[config.mk]
export PLATFORM = sky130hd
export DESIGN_NAME = latency_meter
export DESIGN_NICKNAME = d
export VERILOG_FILES = /design/src/rtl/latency_meter.sv
export SDC_FILE = /design/constraint.sdc
export NUM_CORES = 1
export LEC_CHECK = 0
export CORE_MARGIN = 3
export CORE_UTILIZATION = 49
export DETAILED_ROUTE_END_ITERATION = 10
export PLACE_DENSITY_LB_ADDON = 0.3
export SLEW_MARGIN = 30
export SYNTH_ARGS = -nofsm -noshare
export SYNTH_HDL_FRONTEND = slang
export SYNTH_SLANG_ARGS = --single-unit
[constraint.sdc]
create_clock -name clock -period 3 [get_ports clock]
set_clock_uncertainty 0.2 [all_clocks]
set_input_delay 0.45 -clock clock [delete_from_list [all_inputs] [get_ports clock]]
set_output_delay 0.45 -clock clock [all_outputs]
set_load 0.005 [all_outputs]
[src/rtl/latency_meter.sv]
// ---------------------------------------------------------------------------
// latency_meter
//
// Measures the time from an arm pulse (video flash event) to a sensor
// trigger in prescaled ticks. It reports the raw sample, plus a windowed
// minimum, maximum and average over 2^AVG_LOG2 samples. A measurement that
// runs to TIMEOUT_TICKS without a trigger is abandoned.
//
// All results are binary. Conversion to BCD for the OSD happens downstream.
//
// Ports
//   clock          system clock
//   reset          synchronous, active-high
//   start          one-cycle pulse; arms or restarts a measurement
//   sensor_trigger one-cycle pulse; sensor rising edge (detected upstream)
//   clear          one-cycle pulse; clears statistics
//   busy           high while a measurement is running
//   sample_valid   one-cycle pulse; latest holds a freshly captured sample
//   timeout        one-cycle pulse; measurement abandoned
//   latest         last captured sample (MAX_COUNT = no data)
//   minimum        minimum of the current window (MAX_COUNT = no data)
//   maximum        maximum of the current window (0 = no data)
//   average        average of the last completed window (MAX_COUNT = no data)
//   average_valid  one-cycle pulse; average was updated
//   window_fill    samples accumulated in the current window
// ---------------------------------------------------------------------------
module latency_meter #(
  parameter int CLOCK_DIVIDER = 27,
  parameter int COUNT_WIDTH   = 20,
  parameter int MAX_COUNT     = 999999,
  parameter int AVG_LOG2      = 5,
  parameter int TIMEOUT_TICKS = 500000
) (
  input  logic                   clock,
  input  logic                   reset,
  input  logic                   start,
  input  logic                   sensor_trigger,
  input  logic                   clear,
  output logic                   busy,
  output logic                   sample_valid,
  output logic                   timeout,
  output logic [COUNT_WIDTH-1:0] latest,
  output logic [COUNT_WIDTH-1:0] minimum,
  output logic [COUNT_WIDTH-1:0] maximum,
  output logic [COUNT_WIDTH-1:0] average,
  output logic                   average_valid,
  output logic [AVG_LOG2:0]      window_fill
);

  localparam int PRESC_W = $clog2(CLOCK_DIVIDER);
  localparam int ACC_W   = COUNT_WIDTH + AVG_LOG2;
  localparam int FILL_W  = AVG_LOG2 + 1;

  localparam logic [PRESC_W-1:0]     PRESC_LAST  = PRESC_W'(CLOCK_DIVIDER - 1);
  localparam logic [COUNT_WIDTH-1:0] MAX_VAL     = COUNT_WIDTH'(MAX_COUNT);
  localparam logic [COUNT_WIDTH-1:0] TIMEOUT_VAL = COUNT_WIDTH'(TIMEOUT_TICKS);
  // The fill value at which the next sample completes the window. For
  // AVG_LOG2 = 0 this is 0, so every sample completes its own window.
  localparam logic [FILL_W-1:0]      WIN_LAST    = FILL_W'((1 << AVG_LOG2) - 1);

  typedef enum logic {
    IDLE    = 1'b0,
    MEASURE = 1'b1
  } state_t;

  state_t                 state;
  logic [PRESC_W-1:0]     prescaler;
  logic [COUNT_WIDTH-1:0] elapsed;
  logic [ACC_W-1:0]       accumulator;

  // The elapsed counter stops at MAX_COUNT instead of wrapping.
  function automatic logic [COUNT_WIDTH-1:0] sat_inc(
    input logic [COUNT_WIDTH-1:0] value
  );
    return (value >= MAX_VAL) ? value : value + COUNT_WIDTH'(1);
  endfunction

  function automatic logic [COUNT_WIDTH-1:0] min_of(
    input logic [COUNT_WIDTH-1:0] a,
    input logic [COUNT_WIDTH-1:0] b
  );
    return (b < a) ? b : a;
  endfunction

  function automatic logic [COUNT_WIDTH-1:0] max_of(
    input logic [COUNT_WIDTH-1:0] a,
    input logic [COUNT_WIDTH-1:0] b
  );
    return (b > a) ? b : a;
  endfunction

  // The window sum cannot exceed 2^AVG_LOG2 * (2^COUNT_WIDTH - 1), so it
  // fits in ACC_W bits. The shifted result fits in COUNT_WIDTH bits.
  // The shift truncates; no rounding is applied.
  function automatic logic [COUNT_WIDTH-1:0] window_average(
    input logic [ACC_W-1:0]       acc,
    input logic [COUNT_WIDTH-1:0] sample
  );
    logic [ACC_W-1:0] total;
    logic [ACC_W-1:0] shifted;
    total   = acc + ACC_W'(sample);
    shifted = total >> AVG_LOG2;
    return shifted[COUNT_WIDTH-1:0];
  endfunction

  // A capture happens when a trigger arrives during a measurement and is
  // not overridden by a restart in the same cycle.
  logic capture;
  assign capture = (state == MEASURE) && sensor_trigger && !start;

  always_ff @(posedge clock) begin
    if (reset) begin
      state         <= IDLE;
      busy          <= 1'b0;
      sample_valid  <= 1'b0;
      timeout       <= 1'b0;
      average_valid <= 1'b0;
      prescaler     <= '0;
      elapsed       <= '0;
      latest        <= MAX_VAL;
      minimum       <= MAX_VAL;
      maximum       <= '0;
      average       <= MAX_VAL;
      accumulator   <= '0;
      window_fill   <= '0;
    end else begin
      sample_valid  <= 1'b0;
      timeout       <= 1'b0;
      average_valid <= 1'b0;

      // Measurement control
      case (state)
        IDLE: begin
          // Triggers that arrive while idle are deliberately ignored.
          if (start) begin
            state     <= MEASURE;
            busy      <= 1'b1;
            prescaler <= '0;
            elapsed   <= '0;
          end
        end
        MEASURE: begin
          if (start) begin
            // A restart discards the timing in progress. No sample and
            // no timeout are produced.
            prescaler <= '0;
            elapsed   <= '0;
          end else if (sensor_trigger) begin
            state        <= IDLE;
            busy         <= 1'b0;
            sample_valid <= 1'b1;
          end else if (elapsed >= TIMEOUT_VAL) begin
            state   <= IDLE;
            busy    <= 1'b0;
            timeout <= 1'b1;
          end else if (prescaler == PRESC_LAST) begin
            prescaler <= '0;
            elapsed   <= sat_inc(elapsed);
          end else begin
            prescaler <= prescaler + PRESC_W'(1);
          end
        end
        default: begin
          state <= IDLE;
          busy  <= 1'b0;
        end
      endcase

      // Statistics. When clear coincides with a capture, the clear wins
      // and the sample is dropped. sample_valid still pulses from the
      // control path above.
      if (clear) begin
        latest      <= MAX_VAL;
        minimum     <= MAX_VAL;
        maximum     <= '0;
        average     <= MAX_VAL;
        accumulator <= '0;
        window_fill <= '0;
      end else if (capture) begin
        latest <= elapsed;
        if (window_fill == '0) begin
          minimum <= elapsed;
          maximum <= elapsed;
        end else begin
          minimum <= min_of(minimum, elapsed);
          maximum <= max_of(maximum, elapsed);
        end
        if (window_fill == WIN_LAST) begin
          average       <= window_average(accumulator, elapsed);
          average_valid <= 1'b1;
          accumulator   <= '0;
          window_fill   <= '0;
        end else begin
          accumulator <= accumulator + ACC_W'(elapsed);
          window_fill <= window_fill + FILL_W'(1);
        end
      end
    end
  end

endmodule

Yosys cells after proc, flatten, opt, wreduce, memory -nomap -nowiden:

Cells that the tools add are included.

* output and inout port bits: 90
* register bits: 141
* logic and storage cells: 80
* input port bits: 5

* mux-type cells: 32
* reductions and logical operators: 16
* add/subtract/negate cells: 4
* equality and inequality tests: 9
* bitwise gates (word level): 2
* $lt $le $gt $ge: 4

Operator list (count)
* two-way mux 20 bit: 10
* one-hot mux 20 bit (2 select lines): 1
* adder 25 x 20 -> 25 bit: 1
* two-way mux 25 bit: 1
* two-way mux 5 bit: 5
* adder 20 x 1 -> 20 bit (second input constant): 1
* >= comparator 20 x 19 -> 1 bit (second input constant): 1
* >= comparator 20 bit (second input constant): 1
* greater-than comparator 20 bit: 1
* < comparator 20 bit: 1
* two-way mux 1 bit: 11
* one-hot mux 5 bit (2 select lines): 1
* inequality test 3 bit (second input constant): 3
* adder 6 x 1 -> 6 bit (second input constant): 1
* == test 6 x 5 -> 1 bit (second input constant): 1
* logical NOT 6 bit: 1
* two-way mux 6 bit: 1
* inequality test 3 x 2 -> 1 bit (second input constant): 2
* AND reduction 2 bit: 3
* AND reduction 3 bit: 2
* OR reduction 3 bit: 2
* adder 5 x 1 -> 5 bit (second input constant): 1
* == test 5 bit (second input constant): 1
* AND reduction 5 bit: 1
* other kinds (8): 13

Logic depth before layout (Yosys ltp):

* depth after elaboration: 7
* gate-level depth with buffers: 10
* mapped depth without buffers: 10

Worst setup path after synthesis:

No wires, ideal clock.

* kind: register to register
* start: register elapsed[0]
* end: register average[13]
* required time: 2.683 ns
* data arrival time: 2.181 ns
* cell stages (with the launch flop): 11
* buffers on the path: 0
* clock period less this slack: 2.498 ns
* setup time: 0.117 ns
* slack: 0.502 ns
* cell sequence: dfxtp_1 ha_1 inv_1 fa_1 nand2b_1 a21oi_1 o21ai_0 and3_1 nor3_1 xor2_1 a22o_1

* cells in the longest elaborated chain, start to end: 1

RTL lines
* from (decl): line 68 `logic [COUNT_WIDTH-1:0] elapsed;`
* from (signal assigned): line 158 `elapsed <= sat_inc(elapsed);`
* adder 25 x 20 -> 25 bit: line 101 `total = acc + ACC_W'(sample);`
* to (signal assigned): line 189 `average <= window_average(accumulator, elapsed);`
* to (decl): line 45 `output logic [COUNT_WIDTH-1:0] average,`

Every way passes these cells.
A chain may end at the register's enable or synchronous reset.

Worst setup path in the final report:

* start: register maximum[18]
* end: register maximum[19]

* cells in the longest elaborated chain, start to end: 3

RTL lines
* from (decl): line 44 `output logic [COUNT_WIDTH-1:0] maximum,`
* from (signal assigned): line 183 `maximum <= elapsed;`
* from (signal assigned): line 186 `maximum <= max_of(maximum, elapsed);`
* greater-than comparator 20 bit: line 89 `return (b > a) ? b : a;`
* nonzero test 2 bit (no line)
* AND reduction 2 bit (no line)

Every way passes these cells.

==> out/results.ini <==
[sta]
rsz0062_at_grt=no
max_freq_ghz=0.358
slew_headroom_pct=54.2
post-route-min-period_ns=2.79
period_share_pct=93.0
worst_pin_slew_ns=0.686
fin_setup_tns_ns=0
drv_slew=0
hold_viol_final=0
setup_violations=0

[critical_path]
worstPathMaxFanout=12
slowest_delay_ns=0.63
critPathKind=register to register
crit_required_ns=3.15
slowest_stage=or4_4
worstSetupEndpointType=register
arrival_ns=2.95
start_kind=register
crit_chain=inv_1 > ha_1 > nand4_1 > or4_4 > o31ai_2 > a31o_4 > buf_4 > nand3_1 > o21ai_1

[synthesis]
synth-edff-count=0
netlist_instances=936
ys_top_cells_by_area=dfxtp_1 37%, ha_1 11%, nand2_1 7.1%
syn_area_per_cell_sq_um=8.12
synth_top_area_share_pct=37.2
netlist_area_sq_mm=0.00760
synth_top_area_cell=dfxtp_1
synth.yosys.seq_area_share_pct=37.2
async_reset_ff_share_pct=0
synth-main-ff-cell=dfxtp_1
ys_types=64
ys_seq_elements=141
synth_nets=1007
yosysWarnings=0

[flow_run]
max-cap-violations=0

[cts]
htreeDepth=4
cts-buffers-inserted=17
cts_buffer_depth=2
clock-sinks=141
cts_tree=yes
insertion_delay_ns=0.43
cts.clk_slew.worst_paths_ns=0.06
postCtsSetupBuffers=0
cts_root_buf=clkbuf_16

[grt]
grt_first_pass_wirelength_mm=34.8
grt_antenna_before_repair=0
grt_max_degree=73
grt_pass1_vias=6814
grt_overflow=0
grt_util_all_layers_pct=25.9

[power_and_ir_drop]
peakVddDrop_mv=0.399
clkPwrFrac_pct=48.1
switching_share_pct=22.5
leakagePower_nw=3.71
internal-power_mw=3.04
p_comb_share_pct=3.8
power_density_mw_per_mm2=418
pwr-share-seq_pct=48.1
p_sw_mw=0.885

[drt]
antenna_left=0
drt_iter0_markers=699
drcViolationCount=0
route.detailed.wl_per_inst_um=17.3
viasPerCell=5.79
first_pass_iters=6
wirelength_mm=21.4
num_vias=7148

[min_path]
hold_class=register to register

[die]
core_area_sq_mm=0.0149
initial_core_util_pct=51.1
dieArea_sq_mm=0.0170
die_w_um=131
fp-row-count=44
ios=95
chipHeight_um=131

[finish]
n_antenna_cell=0
fill_cells=1304
nets=1110
layout_common_cells=143 x nand2_1, 139 x dfxtp_1, 94 x clkdlybuf4s50_1
syn2layout_area_growth_pct=23.7
drive_above_1_share_pct=8.66
final_common_cell=nand2_1
finalInstanceArea_sq_mm=0.00940

[placement]
placed_cell_area_sq_mm=0.00887
place_congestion=0.942
dp_hpwl_mm=15.4
numPortBuffers=94

[outcome]
outcome=finished, final reports clean

## critical path: cells and delay by family, from the launching register on
kind | cells | cell delay, ns
compound gates | 3 | 0.72
fa+ha+maj | 1 | 0.31
buf+inv | 2 | 0.26
flops | 1 | 0.35
simple gates | 3 | 0.89
## synth_stat cells (8+ instances only)
cell,n
nand3_1,61
nor3_1,18
nand2_1,143
xnor2_1,11
a21oi_1,72
o21ai_1,24
xor2_1,18
clkbuf_1,26
ha_1,65
dfxtp_1,141
nor2_1,55
o211ai_1,22
o21ai_0,39
o31ai_1,16
nand3b_1,8
inv_1,51
nand4_1,16
a22o_1,16
## final cells by class
cell class | count | area (sq um) | area share [%]
Clock inverter | 7 | 40.0 | 0.426
Timing Repair Buffer | 135 | 1270 | 13.6
Inverter | 52 | 195 | 2.08
Multi-Input combinational cell | 692 | 4350 | 46.3
Sequential cell | 141 | 2830 | 30.1
Tap cell | 184 | 230 | 2.45
Clock buffer | 24 | 482 | 5.13
## metal layers
layer	global-route usage (%)	share of wire, %	routed length [um]	vias up
met1	35.8	46	9870	3292
li1	-	-	-	3523
met2	40.0	43	9280	289
met5	0	0	0	-
met3	6.14	7.8	1660	44
met4	8.89	2.5	541	0
## stage by stage
| stage | util [%] | instances | worst slack, ns | hold WS (ns) | total power [mW] |
|---|---|---|---|---|---|
| after global routing | 63.2 | 1235 | 0.0328 | 0.285 | 4.03 |
| final | 63.2 | 1235 | 0.209 | 0.252 | 3.93 |
| after detailed placement | 59.7 | 1204 | 0.190 | 0.246 | 2.07 |
| after CTS | 63.2 | 1235 | 0.179 | 0.260 | 3.95 |
| after global placement | 59.7 | 1204 | 0.239 | 0.245 | 2.07 |
| after floorplan | - | 936 | 0.502 | 0.229 | 2.02 |
## worst paths after layout
check / from / to / slack, ns / cells past startpoint
hold / removal: average[11] / average[11] / 0.25 / 2
setup reg to reg: maximum[18] / maximum[19] / 0.21 / 9
hold reg to reg: average[11] / average[11] / 0.25 / 2
setup / recovery: maximum[18] / maximum[19] / 0.21 / 9
## power by group through the flow
stage / clock, mW / combinational [mW] / sequential, mW
floorplan: 0 / 0.0896 / 1.93
global placement: 0 / 0.145 / 1.93
detailed placement: 0 / 0.146 / 1.93
CTS: 1.91 / 0.148 / 1.89
global route: 1.98 / 0.164 / 1.89
finish: 1.89 / 0.150 / 1.89
## cells by family (layout without fill, tap and decap cells)
group | count (synthesis) | in the layout | share of synthesized area, %
muxes | 3 | 3 | 0.395
DFF | 141 | 141 | 37.2
xor gates and xnor gates | 29 | 29 | 3.34
AOI/OAI and AO/OA | 241 | 241 | 20.3
buffers and inverters | 103 | 218 | 5.83
and+or+nand+nor | 353 | 353 | 22.0
adders and majority gates | 66 | 66 | 11.0
## state kept, by name, summed over array words and instances (netlist names), 5 cells and up
signal and cells:
minimum 20, elapsed 20, maximum 20, accumulator 25, prescaler 5, average 20
window_fill 6, latest 20
## timing repair
action | CTS | global route
hold endpoints to repair | 0 | 0
resized for setup | 0 | 2
hold buffers | 0 | 0
setup endpoints to repair | 0 | 12
(Power assumes the default switching activity.)
